$ cat config.mk
export PLATFORM = sky130hd
export DESIGN_NAME = run_controller_flat
export DESIGN_NICKNAME = d
export VERILOG_FILES = /design/src/rtl/run_controller_if.sv /design/src/rtl/run_controller.sv /design/src/flat_wrapper.sv
export SDC_FILE = /design/constraint.sdc
export NUM_CORES = 1
export LEC_CHECK = 0
export CAP_MARGIN = 20
export CORE_UTILIZATION = 46
export CTS_BUF_LIST = sky130_fd_sc_hd__clkbuf_4 sky130_fd_sc_hd__clkbuf_8
export CTS_CLUSTER_SIZE = 28
export DETAILED_ROUTE_END_ITERATION = 10
export PLACE_DENSITY = 0.85
export SYNTH_ARGS = -nofsm -noshare
export SYNTH_HDL_FRONTEND = slang
export SYNTH_SLANG_ARGS = --single-unit
$ cat constraint.sdc
create_clock -name clk -period 2.3 [get_ports clk]
set_input_delay 0.46 -clock clk [delete_from_list [all_inputs] [get_ports clk]]
set_output_delay 0.46 -clock clk [all_outputs]
set_load 0.02 [all_outputs]
$ cat src/rtl/run_controller_if.sv
// Run-control bus between the test harness (master) and run_controller (slave).
// Carries the start/done handshake, the run status and the active program base.
interface run_controller_if #(
  parameter int PC_W  = 32,
  parameter int CNT_W = 16
);
  logic             start;
  logic             done_in;
  logic             run_en;
  logic             core_clr;
  logic [PC_W-1:0]  pc_base;
  logic [1:0]       prog_idx;
  logic             ack;
  logic             timeout;
  logic [CNT_W-1:0] cycle_count;

  modport master (
    output start, done_in,
    input  run_en, core_clr, pc_base, prog_idx, ack, timeout, cycle_count
  );

  modport slave (
    input  start, done_in,
    output run_en, core_clr, pc_base, prog_idx, ack, timeout, cycle_count
  );
endinterface

$ cat src/rtl/run_controller.sv
// Run-control sequencer for the 9-bit single-cycle core.
// One run per start pulse: clear the core, hold while start is high, enable
// fetch/execute until done or the cycle limit, then raise ack. Also tracks
// which resident program is active and supplies its base PC.
module run_controller #(
  parameter int MAX_CYCLES  = 4096,
  parameter int CNT_W       = 16,
  parameter int NUM_PROGS   = 3,
  parameter int PROG_STRIDE = 256,
  parameter int PC_W        = 32
) (
  input logic            clk,
  input logic            reset,
  run_controller_if.slave bus
);

  typedef enum logic [2:0] {
    IDLE,
    CLEAR,
    HOLD,
    RUN,
    FINISH
  } state_t;

  localparam logic [CNT_W-1:0] CNT_LIMIT_M1 = CNT_W'(MAX_CYCLES - 1);
  localparam logic [CNT_W-1:0] CNT_LIMIT    = CNT_W'(MAX_CYCLES);
  localparam logic [1:0]       LAST_IDX     = 2'(NUM_PROGS - 1);
  localparam logic [PC_W-1:0]  STRIDE       = PC_W'(PROG_STRIDE);

  state_t           r_state;
  logic             r_run_en;
  logic             r_core_clr;
  logic             r_ack;
  logic             r_timeout;
  logic [CNT_W-1:0] r_cycle_count;
  logic [1:0]       r_prog_idx;
  logic [PC_W-1:0]  r_pc_base;

  logic [1:0]       w_next_idx;
  logic [PC_W-1:0]  w_next_pc;
  logic [CNT_W-1:0] w_count_inc;

  // Next program index (wrapping) and its base address, used on FINISH->CLEAR.
  always_comb begin
    w_next_idx  = (r_prog_idx == LAST_IDX) ? 2'd0 : r_prog_idx + 2'd1;
    w_next_pc   = PC_W'(w_next_idx) * STRIDE;
    w_count_inc = r_cycle_count + CNT_W'(1);
  end

  // Run sequencer: state and every output are registered together so no
  // input reaches an output combinationally.
  // NOTE: non-blocking assignments so every register sees pre-edge values;
  // the async reset branch clears all state, aborting a run with no partial ack.
  always_ff @(posedge clk or posedge reset) begin
    if (reset) begin
      r_state       <= IDLE;
      r_run_en      <= 1'b0;
      r_core_clr    <= 1'b0;
      r_ack         <= 1'b0;
      r_timeout     <= 1'b0;
      r_cycle_count <= '0;
      r_prog_idx    <= 2'd0;
      r_pc_base     <= '0;
    end else begin
      case (r_state)
        IDLE: begin
          if (bus.start) begin
            r_state       <= CLEAR;
            r_core_clr    <= 1'b1;
            r_ack         <= 1'b0;
            r_timeout     <= 1'b0;
            r_cycle_count <= '0;
          end
        end

        CLEAR: begin
          r_state    <= HOLD;
          r_core_clr <= 1'b0;
        end

        HOLD: begin
          if (!bus.start) begin
            r_state  <= RUN;
            r_run_en <= 1'b1;
          end
        end

        RUN: begin
          if (bus.done_in) begin
            // Done wins over the limit; the completing cycle is counted.
            r_state       <= FINISH;
            r_run_en      <= 1'b0;
            r_ack         <= 1'b1;
            r_timeout     <= 1'b0;
            r_cycle_count <= w_count_inc;
          end else if (r_cycle_count == CNT_LIMIT_M1) begin
            r_state       <= FINISH;
            r_run_en      <= 1'b0;
            r_ack         <= 1'b1;
            r_timeout     <= 1'b1;
            r_cycle_count <= CNT_LIMIT;
          end else begin
            r_cycle_count <= w_count_inc;
          end
        end

        FINISH: begin
          if (bus.start) begin
            r_state       <= CLEAR;
            r_core_clr    <= 1'b1;
            r_ack         <= 1'b0;
            r_timeout     <= 1'b0;
            r_cycle_count <= '0;
            r_prog_idx    <= w_next_idx;
            r_pc_base     <= w_next_pc;
          end
        end

        // NOTE: unreachable encodings recover to IDLE rather than locking up.
        default: begin
          r_state    <= IDLE;
          r_run_en   <= 1'b0;
          r_core_clr <= 1'b0;
        end
      endcase
    end
  end

  assign bus.run_en      = r_run_en;
  assign bus.core_clr    = r_core_clr;
  assign bus.ack         = r_ack;
  assign bus.timeout     = r_timeout;
  assign bus.cycle_count = r_cycle_count;
  assign bus.prog_idx    = r_prog_idx;
  assign bus.pc_base     = r_pc_base;

endmodule

$ cat src/flat_wrapper.sv
// flat-port wrapper written by rule: the top's interface ports become plain ports
module run_controller_flat 
#(
  parameter int MAX_CYCLES  = 4096,
  parameter int CNT_W       = 16,
  parameter int NUM_PROGS   = 3,
  parameter int PROG_STRIDE = 256,
  parameter int PC_W        = 32
)
  (clk, reset, bus_start, bus_done_in, bus_run_en, bus_core_clr, bus_pc_base, bus_prog_idx, bus_ack, bus_timeout, bus_cycle_count);
  run_controller_if #(.PC_W(PC_W), .CNT_W(CNT_W)) bus_i ();
  input logic clk;
  input logic reset;
  input wire logic [$bits(bus_i.start)-1:0] bus_start;
  input wire logic [$bits(bus_i.done_in)-1:0] bus_done_in;
  output wire logic [$bits(bus_i.run_en)-1:0] bus_run_en;
  output wire logic [$bits(bus_i.core_clr)-1:0] bus_core_clr;
  output wire logic [$bits(bus_i.pc_base)-1:0] bus_pc_base;
  output wire logic [$bits(bus_i.prog_idx)-1:0] bus_prog_idx;
  output wire logic [$bits(bus_i.ack)-1:0] bus_ack;
  output wire logic [$bits(bus_i.timeout)-1:0] bus_timeout;
  output wire logic [$bits(bus_i.cycle_count)-1:0] bus_cycle_count;
  assign bus_i.start = bus_start;
  assign bus_i.done_in = bus_done_in;
  assign bus_run_en = bus_i.run_en;
  assign bus_core_clr = bus_i.core_clr;
  assign bus_pc_base = bus_i.pc_base;
  assign bus_prog_idx = bus_i.prog_idx;
  assign bus_ack = bus_i.ack;
  assign bus_timeout = bus_i.timeout;
  assign bus_cycle_count = bus_i.cycle_count;
  run_controller #(.MAX_CYCLES(MAX_CYCLES), .CNT_W(CNT_W), .NUM_PROGS(NUM_PROGS), .PROG_STRIDE(PROG_STRIDE), .PC_W(PC_W)) u_core (.clk(clk), .reset(reset), .bus(bus_i));
endmodule
==> out/metrics.cfg <==
[synth]
synthTopCellsByArea = dfrtp_1, buf_4, o21ai_0, nand2_1, a21oi_1
yosysMostFrequentCell = buf_4
synth_top_cell_area_share = 0.391
synth.distinct_cells = 39
synth.yosys.seq_area_share = 0.391
synth_edf_count = 0
yosys.area.top_type = dfrtp_1
synthFlopType = dfrtp_1
synthCells = 175
yosys_register_bits = 25
syn_area_per_cell_sq_um = 9.15
syn_area_sq_um = 1600
yosysWarnings = 0
ys_top_cells_by_count = buf_4, dfrtp_1, nand2_1
async_reset_ff_frac = 1.00

[timing]
min_period_ns = 1.94
slew_violations = 0
final.period_utilization = 0.842
tns_ns = 0
setup_viol = 0
skew_ns = 0.00654
rsz0062_at_grt = false
whs_ns = 0.479
finalHoldViolations = 0
max_freq_mhz = 517

[worst_setup_path]
cp.buffers_inverters = 1
cp-end-kind = primary output
crit_fanout = 7
cp_slowest_cell = clkdlybuf4s50_1
critPathTopFamily = buffers and inverters
r2r_cells = 6
regToRegEndpoint = u_core.bus.cycle_count[4]$_DFFE_PP0P_
worstSetupPathType = flip-flop to primary output
max_stage_delay_ns = 0.65
cp_cell_sequence = clkdlybuf4s50_1
worstPathArrival_ns = 1.48
startpoint_type = flip-flop
r2r_slack_ns = 0.44
timing.rr.start = u_core.bus.cycle_count[0]$_DFFE_PP0P_
critPathRequiredTime_ns = 1.84

[floorplanning]
core_area_sq_um = 3340
pin_count = 58
dieArea_sq_um = 3720
core.rowCount = 21
die_height_microns = 61.0
start_util = 0.480
die_w_microns = 61.0

[place]
dp_hpwl_microns = 2180
io_buffer_count = 27
place.gp.congestion = 0.873

[drt]
drtAntennaViolNets = 0
avgViaCountPerCell = 4.96
drc_errors = 0
drt_wl_total_microns = 3000
dr.pass1.iters = 6
drt_iter0_markers = 63
via_count = 1239
wl_per_cell_microns = 12.0

[finish]
drive_gt1_frac = 0.0980
nFillCells = 307
nets = 210
area_growth_pct = 15.4
diodes = 0

[global_route]
grt_pass1_vias = 1124
antenna_found_initial = 0
grt-ovfl-total = 0
grt_pass1_wl_microns = 5000
grt_max_degree = 26
grt_use_total = 0.183

[run]
cap_violations = 0

[run_status]
run_status = finished clean

[cts]
clk_pin_slew_ns = 0.14
cts_setup_buffers = 0
ctsHtreeMaxLevel = 1
root_buffer = clkbuf_4
clkSinkCount = 25
cts_buffers = 3
cts_tree = done
clk_path_buf_depth = 2
cts_resized = 0
clkLatencyLatePin_ns = 0.32
hold_buffers = 0

[power_and_ir_drop]
p_leak_nw = 0.849
vdd_drop_max_v = 0.000542
cellPowerDensity_nw_per_um2 = 973

[worst_hold_path]
min_path_type = input port to asynchronous set/reset pin

state kept, by name, summed over array words and instances (netlist names):
| signal | flops |
|---|---|
| u_core.r_state | 3 |
| u_core.bus.run_en | 1 |
| u_core.bus.timeout | 1 |
| u_core.bus.core_clr | 1 |
| u_core.bus.cycle_count | 16 |
| u_core.bus.prog_idx | 2 |
| u_core.bus.ack | 1 |
report_power, final:
group | leakage, nW | total (mW) | switching [mW] | internal, mW
clock network | 0.0184 | 0.208 | 0.128 | 0.0796
registers | 0.331 | 0.688 | 0.137 | 0.550
logic | 0.500 | 0.903 | 0.518 | 0.385
placed cells by master (no fill, tap or decap), types with 2 or more instances in the layout:
cell / n
buf_4: 5
nand2_1: 19
a21oi_1: 10
nand3_1: 7
nand4_1: 3
a21o_1: 6
nor2_1: 9
o31ai_1: 2
mux2_2: 2
clkbuf_4: 4
xnor2_1: 3
conb_1: 30
nor3_1: 5
nor2b_1: 2
clkdlybuf4s50_1: 27
o21ai_0: 15
inv_1: 5
nor4_4: 2
or3_1: 4
dfrtp_1: 25
how the worst max path moves through the flow:
stage	start	endpoint	slack, ns	depth (start not counted)
6_report	u_core.bus.cycle_count[12]$_DFFE_PP0P_	bus_cycle_count[12]	0.36	1
5_1_grt	u_core.bus.cycle_count[8]$_DFFE_PP0P_	bus_cycle_count[8]	0.27	1
4_1_cts	u_core.bus.cycle_count[8]$_DFFE_PP0P_	bus_cycle_count[8]	0.35	1
3_5_place_dp	bus_start	u_core.bus.cycle_count[6]$_DFFE_PP0P_	0.45	5
3_3_place_gp	bus_done_in	u_core.bus.cycle_count[9]$_DFFE_PP0P_	0.45	5
2_1_floorplan	u_core.bus.cycle_count[0]$_DFFE_PP0P_	u_core.bus.cycle_count[4]$_DFFE_PP0P_	0.47	6
cell type report:
type / instances / area [sq um] / share of cell area
Sequential cell: 25 / 626 / 0.339
Timing Repair Buffer: 32 / 308 / 0.167
Clock buffer: 4 / 30.0 / 0.0162
Multi-Input combinational cell: 138 / 808 / 0.437
Inverter: 5 / 18.8 / 0.0102
Tap cell: 46 / 57.6 / 0.0311
cell families after synthesis:
group,Yosys count,synth area share
AND/OR/NAND/NOR,60,0.236
buffers and inverters,41,0.173
AO/OA/AOI/OAI,40,0.148
flip-flops,25,0.391
XOR/XNOR,4,0.0219
multiplexers,3,0.0203
adder cells (fa/ha/maj),1,0.00781
other,1,0.00234
per-layer routing:
| metal | routed length (microns) | up-vias | global-route usage |
|---|---|---|---|
| li1 | - | 608 | - |
| met1 | 1410 | 586 | 0.247 |
| met2 | 1430 | 41 | 0.290 |
| met3 | 139 | 4 | 0.0426 |
| met4 | 27 | 0 | 0.0617 |
| met5 | 0 | - | 0 |
through the flow:
step | setup slack [ns] | cell area (sq um) | util | std cells | power (mW)
2_1_floorplan | 0.473 | 1710 | - | 204 | 1.31
3_3_place_gp | 0.447 | 1820 | 0.545 | 246 | 1.58
3_5_place_dp | 0.445 | 1820 | 0.545 | 246 | 1.60
4_1_cts | 0.353 | 1850 | 0.554 | 250 | 1.81
5_1_grt | 0.266 | 1850 | 0.554 | 250 | 1.95
6_report | 0.364 | 1850 | 0.554 | 250 | 1.80
Note: power is estimated with default switching activity, not from simulation.
